[src/rtl/scrambler_pkg.sv]
// Shared constants and LFSR helper for the N-byte scrambler.
// LFSR kept in reflected (right-shift) Galois form so the scramble byte is s[7:0].
package scrambler_pkg;

    localparam int          LFSR_W   = 16;
    localparam logic [15:0] LFSR_TAP = 16'h9C00;
    localparam logic [15:0] SEED_DEF = 16'hFFFF;
    localparam logic [7:0]  COM_DEF  = 8'hBC;
    localparam logic [7:0]  SKIP_DEF = 8'h1C;

    function automatic logic [LFSR_W-1:0] lfsr_adv8(input logic [LFSR_W-1:0] s);
        logic [LFSR_W-1:0] r;
        r = s;
        for (int i = 0; i < 8; i++) begin
            r = (r >> 1) ^ (r[0] ? LFSR_TAP : '0);
        end
        return r;
    endfunction

endpackage

[src/rtl/scrambler_lane.sv]
// One byte lane of the scrambler chain: scrambles a byte and
// produces the LFSR state handed to the next lane.
module scrambler_lane
    import scrambler_pkg::*;
#(
    parameter logic [15:0] SEED = SEED_DEF,
    parameter logic [7:0]  COM  = COM_DEF,
    parameter logic [7:0]  SKIP = SKIP_DEF
) (
    input  logic [LFSR_W-1:0] s_i,
    input  logic [7:0]        din_i,
    input  logic              k_i,
    input  logic              dis_i,
    output logic [7:0]        dout_o,
    output logic [LFSR_W-1:0] s_o
);

    logic is_com;
    logic is_skip;

    assign is_com  = k_i && (din_i == COM);
    assign is_skip = k_i && (din_i == SKIP);

    assign dout_o = (k_i || dis_i) ? din_i : (din_i ^ s_i[7:0]);

    always_comb begin
        s_o = lfsr_adv8(s_i);
        unique case (1'b1)
            is_com:  s_o = SEED;
            is_skip: s_o = s_i;
            default: s_o = lfsr_adv8(s_i);
        endcase
    end

endmodule

[src/rtl/scrambler_nbyte.sv]
// NB-lane scrambler/descrambler with valid/ready and one output register.
// Define SCRAMBLER_NBYTE_STATS_EN to add saturating COM/SKIP lane counters.
module scrambler_nbyte
    import scrambler_pkg::*;
#(
    parameter int          NB   = 4,
    parameter logic [15:0] SEED = SEED_DEF,
    parameter logic [7:0]  COM  = COM_DEF,
    parameter logic [7:0]  SKIP = SKIP_DEF
) (
    input  logic            clk,
    input  logic            rst_b,
    input  logic            in_valid,
    output logic            in_ready,
    input  logic [8*NB-1:0] din,
    input  logic [NB-1:0]   k_in,
    input  logic            dis_scrambler_in,
    output logic            out_valid,
    input  logic            out_ready,
    output logic [8*NB-1:0] dout,
    output logic [NB-1:0]   k_out,
    output logic            dis_scrambler_out
`ifdef SCRAMBLER_NBYTE_STATS_EN
    ,
    output logic [15:0]     com_cnt,
    output logic [15:0]     skip_cnt
`endif
);

    logic              accept;
    logic              valid_q, valid_d;
    logic [LFSR_W-1:0] lfsr_q;
    logic [8*NB-1:0]   dout_q, dout_d;
    logic [NB-1:0]     kout_q;
    logic              dis_q;
    logic [LFSR_W-1:0] s [NB+1];

    assign in_ready = !valid_q || out_ready;
    assign accept   = in_valid && in_ready;
    assign valid_d  = accept ? 1'b1 : (out_ready ? 1'b0 : valid_q);

    assign s[0] = lfsr_q;

    for (genvar i = 0; i < NB; i++) begin : g_lane
        scrambler_lane #(
            .SEED (SEED),
            .COM  (COM),
            .SKIP (SKIP)
        ) u_lane (
            .s_i    (s[i]),
            .din_i  (din[8*i +: 8]),
            .k_i    (k_in[i]),
            .dis_i  (dis_scrambler_in),
            .dout_o (dout_d[8*i +: 8]),
            .s_o    (s[i+1])
        );
    end

    always_ff @(posedge clk or negedge rst_b) begin
        if (!rst_b) begin
            lfsr_q  <= SEED;
            valid_q <= 1'b0;
            dout_q  <= '0;
            kout_q  <= '0;
            dis_q   <= 1'b0;
        end else begin
            valid_q <= valid_d;
            if (accept) begin
                lfsr_q <= s[NB];
                dout_q <= dout_d;
                kout_q <= k_in;
                dis_q  <= dis_scrambler_in;
            end
        end
    end

    assign out_valid         = valid_q;
    assign dout              = dout_q;
    assign k_out             = kout_q;
    assign dis_scrambler_out = dis_q;

`ifdef SCRAMBLER_NBYTE_STATS_EN
    logic [3:0]  n_com, n_skip;
    logic [15:0] com_q, com_d, skip_q, skip_d;
    logic [16:0] com_sum, skip_sum;

    always_comb begin
        n_com  = '0;
        n_skip = '0;
        for (int i = 0; i < NB; i++) begin
            n_com  = n_com  + 4'(k_in[i] && (din[8*i +: 8] == COM));
            n_skip = n_skip + 4'(k_in[i] && (din[8*i +: 8] == SKIP));
        end
    end

    // Widen by one bit so overflow shows up as the saturation flag.
    assign com_sum  = {1'b0, com_q}  + 17'(n_com);
    assign skip_sum = {1'b0, skip_q} + 17'(n_skip);
    assign com_d    = com_sum[16]  ? 16'hFFFF : com_sum[15:0];
    assign skip_d   = skip_sum[16] ? 16'hFFFF : skip_sum[15:0];

    always_ff @(posedge clk or negedge rst_b) begin
        if (!rst_b) begin
            com_q  <= '0;
            skip_q <= '0;
        end else if (accept) begin
            com_q  <= com_d;
            skip_q <= skip_d;
        end
    end

    assign com_cnt  = com_q;
    assign skip_cnt = skip_q;
`endif

endmodule
[config.mk]
export PLATFORM = sky130hd
export DESIGN_NAME = scrambler_nbyte
export DESIGN_NICKNAME = d
export VERILOG_FILES = /design/src/rtl/scrambler_pkg.sv /design/src/rtl/scrambler_lane.sv /design/src/rtl/scrambler_nbyte.sv
export SDC_FILE = /design/constraint.sdc
export NUM_CORES = 1
export LEC_CHECK = 0
export ABC_CLOCK_PERIOD_IN_PS = 9000
export BUFFER_PORTS_ARGS = -buffer_cell sky130_fd_sc_hd__buf_2
export CAP_MARGIN = 30
export CORE_MARGIN = 4
export CORE_UTILIZATION = 45
export CTS_CLUSTER_DIAMETER = 80
export CTS_CLUSTER_SIZE = 24
export DETAILED_ROUTE_END_ITERATION = 10
export GPL_TIMING_DRIVEN = 1
export PLACE_DENSITY_LB_ADDON = 0.05
export SLEW_MARGIN = 20
export SYNTH_ARGS = -nofsm -noshare
export SYNTH_HDL_FRONTEND = slang
export SYNTH_SLANG_ARGS = --single-unit
[constraint.sdc]
create_clock -name clk -period 9 [get_ports clk]
set_input_delay 1.8 -clock clk [delete_from_list [all_inputs] [get_ports clk]]
set_output_delay 1.8 -clock clk [all_outputs]
set_load 0.005 [all_outputs]
==> results.md <==
* Area Overhead vs Synth at 13.39%
* Share of layout cells above drive strength 1 at 0.2053
* Syn_area_per_cell at 8.165 sq um
* Port buffer count at 79
* # IOs at 80
* Top cells by area, synth: dfrtp_1, xnor2_1, dfstp_2, nand2_1, xor2_1
* Initial core utilization at 0.4599
* Total track usage at 0.2439
* Setup CP Type: in -> reg
* Setup TNS Final at 0 ps
* FP Rows at 36
* CTS Sinks at 54
* Layout net count at 650
* Final Hold Slack at 476.1 ps
* First-pass GRT wire length at 22070 microns
* Worst R2R Path Depth at 11
* Antenna Cells at 0
* Die Area at 11600 sq um
* Drt via density at 5.806
* DR WL/cell at 18.64 microns
* Pin count of the biggest net entering global routing at 80
* Post-synth cell types at 60
* Clock Tree Root: clkbuf_8
* Slowest stage delay, CP at 560 ps
* GRT Residual Overflow at 0
* CP required at 9250 ps
* Drt pass-1 iters at 5
* Min Clock Period, post-route at 5020 ps
* Post-route ant nets at 0
* Gpl congestion at 0.9610
* Post-CTS setup buffers at 0
* Hold Violations, Final at 0
* Layout Cells excl Fill at 742
* CTS clk-pin slew, worst paths at 100 ps
* PostCTS Resize Cnt at 0
* Final Slew Violations at 0
* Setup-failing EPs final at 0
* RR Startpoint: lfsr_q[2]$_DFFE_PN1P_
* Die X at 107.7 microns
* EDFF count, synth at 0
* Vias in the first global route at 4163
* Most frequent cells in the layout: nand2_1, buf_2, xnor2_1
* Area of the core at 9729 sq um
* Clock Latency Late Sink at 320 ps
* Area share of the largest cell type after synthesis at 0.2125
* Crit-path slowest cell: a221oi_4
* WP data arrival at 5270 ps
* CTS Buf Count at 5
* Synthesized flop and latch total at 54
* CTS tree: yes
* Synth async-reset ratio at 1.000
* # H-tree levels at 2
* Critical R2R Capture: lfsr_q[6]$_DFFE_PN1P_
* Ordered cell list for the critical path: buf_2 > and4b_1 > nand3_4 > a221oi_4 > xor2_1 > o21ai_1 > nand2_1 > o2111ai_1 > o211ai_1 > a21oi_1 > or3b_2 > and3_1
* Final period util at 0.5578
* Max_slew headroom at 0.4076
* Total length of routed wires at 13830 microns
* Initial DRC count at 399
* Cell area after synthesis at 4474 sq um
* Worst Setup End Kind: register
* Hold Crit Start: k_out[1]$_DFFE_PN0P_
* Status: finished clean
* Synth warn at 0
* Crit path launch type: primary input
* Via count at 4308
* Sequential element share of the synthesized area at 0.3065
* Die Ht at 107.7 microns
* Hold Crit Depth at 2
* F_max at 0.1992 GHz
* Clock skew at 12.26 ps
* Ys flop type: dfrtp_1
* Max clock buf depth at 2
* Crit path max fanout at 9
* Endpoint, Worst Hold: k_out[1]$_DFFE_PN0P_
* # hold bufs at CTS at 0
* Slew @ Worst Pin at 888.5 ps
* Post-Syn Nets at 589
* Placed Instances at 735
* Hpwl dp at 10580 microns
* R2R setup slack at 5490 ps
* Synth area leader: dfrtp_1
* # DRC at 0
* # fillers at 978
* Synthesized instance count at 548
* RSZ-0062 raised after global routing: no
* HP Class: reg -> reg
* Initial antenna violation count at 0
* Most common cell after layout, fill and taps aside: nand2_1
* Max cap viols at 0
flip-flops by register name, summed over array words and instances, names as in the netlist:
register,flops
dout,32
k_out,4
dis_scrambler_out,1
lfsr_q,16
out_valid,1
cells by family after synthesis:
kind of cell,synth area share
XOR/XNOR,0.2164
AO/OA/AOI/OAI,0.2296
buffers and inverters,0.03244
multiplexers,0.002237
AND/OR/NAND/NOR,0.2128
flip-flops,0.3065
cell type report:
type                    count  area (sq um)  area share
clock buffers               6         82.58     0.01628
clock inverters             1         30.03    0.005919
inverters                   8         30.03    0.005919
multi-input cells         456          2960      0.5835
flip-flops and latches     54          1371      0.2703
well taps                 133         166.4     0.03280
repair buffers             84         432.9     0.08533
critical path, delay by kind of cell:
family	cells	cell delay (ps)
buffers and inverters	1	110
AOI/OAI and AO/OA	5	1690
xor gates and xnor gates	1	140
and+or+nand+nor	5	1520
synth_stat cells (3+ instances only):
master	number
o21a_1	5
o21ai_0	42
xnor2_1	58
nor3_1	12
o32a_1	3
nand3_1	6
dfstp_2	16
nand2_1	101
nor2_1	43
a221oi_1	4
and3_1	3
dfrtp_1	38
o22ai_1	13
o211ai_1	6
xor2_1	43
inv_1	8
nor2b_1	3
clkbuf_1	27
o22a_1	4
and2_1	4
or3_1	4
a32oi_1	5
and4b_1	4
a21oi_1	28
o21ai_1	3
a21o_1	3
nand4_1	4
nand2b_1	7
a221oi_4	3
xnor3_1	3
a22oi_1	4
worst max-delay path by stage:
stage	from	to	slack, ps	cells past startpoint
after global routing	din[6]	lfsr_q[3]$_DFFE_PN1P_	3780	12
after CTS	din[6]	lfsr_q[3]$_DFFE_PN1P_	4050	12
after detailed placement	din[6]	lfsr_q[3]$_DFFE_PN1P_	3740	12
final	din[6]	lfsr_q[3]$_DFFE_PN1P_	3980	12
after global placement	din[6]	lfsr_q[3]$_DFFE_PN1P_	3870	12
after floorplan	din[6]	lfsr_q[3]$_DFFE_PN1P_	4350	12
routing by layer:
| layer | routed length [microns] | vias to the layer above | global-route usage | share of wire |
|---|---|---|---|---|
| met3 | 1328 | 42 | 0.05819 | 0.096 |
| met1 | 5995 | 2021 | 0.3418 | 0.43 |
| met2 | 5903 | 214 | 0.3570 | 0.43 |
| met4 | 603 | 0 | 0.1037 | 0.044 |
| met5 | 0 | - | 0 | 0 |
| li1 | - | 2031 | - | - |
metrics by stage:
step | worst slack, ps | util | instance area [sq um]
2_1_floorplan | 4353 | - | 4474
3_3_place_gp | 3869 | 0.5099 | 4961
3_5_place_dp | 3736 | 0.5099 | 4961
4_1_cts | 4055 | 0.5215 | 5074
5_1_grt | 3783 | 0.5215 | 5074
6_report | 3980 | 0.5215 | 5074
Power is not shown: default switching activity piles up to over one toggle a cycle in this logic, so the estimate is an artifact.
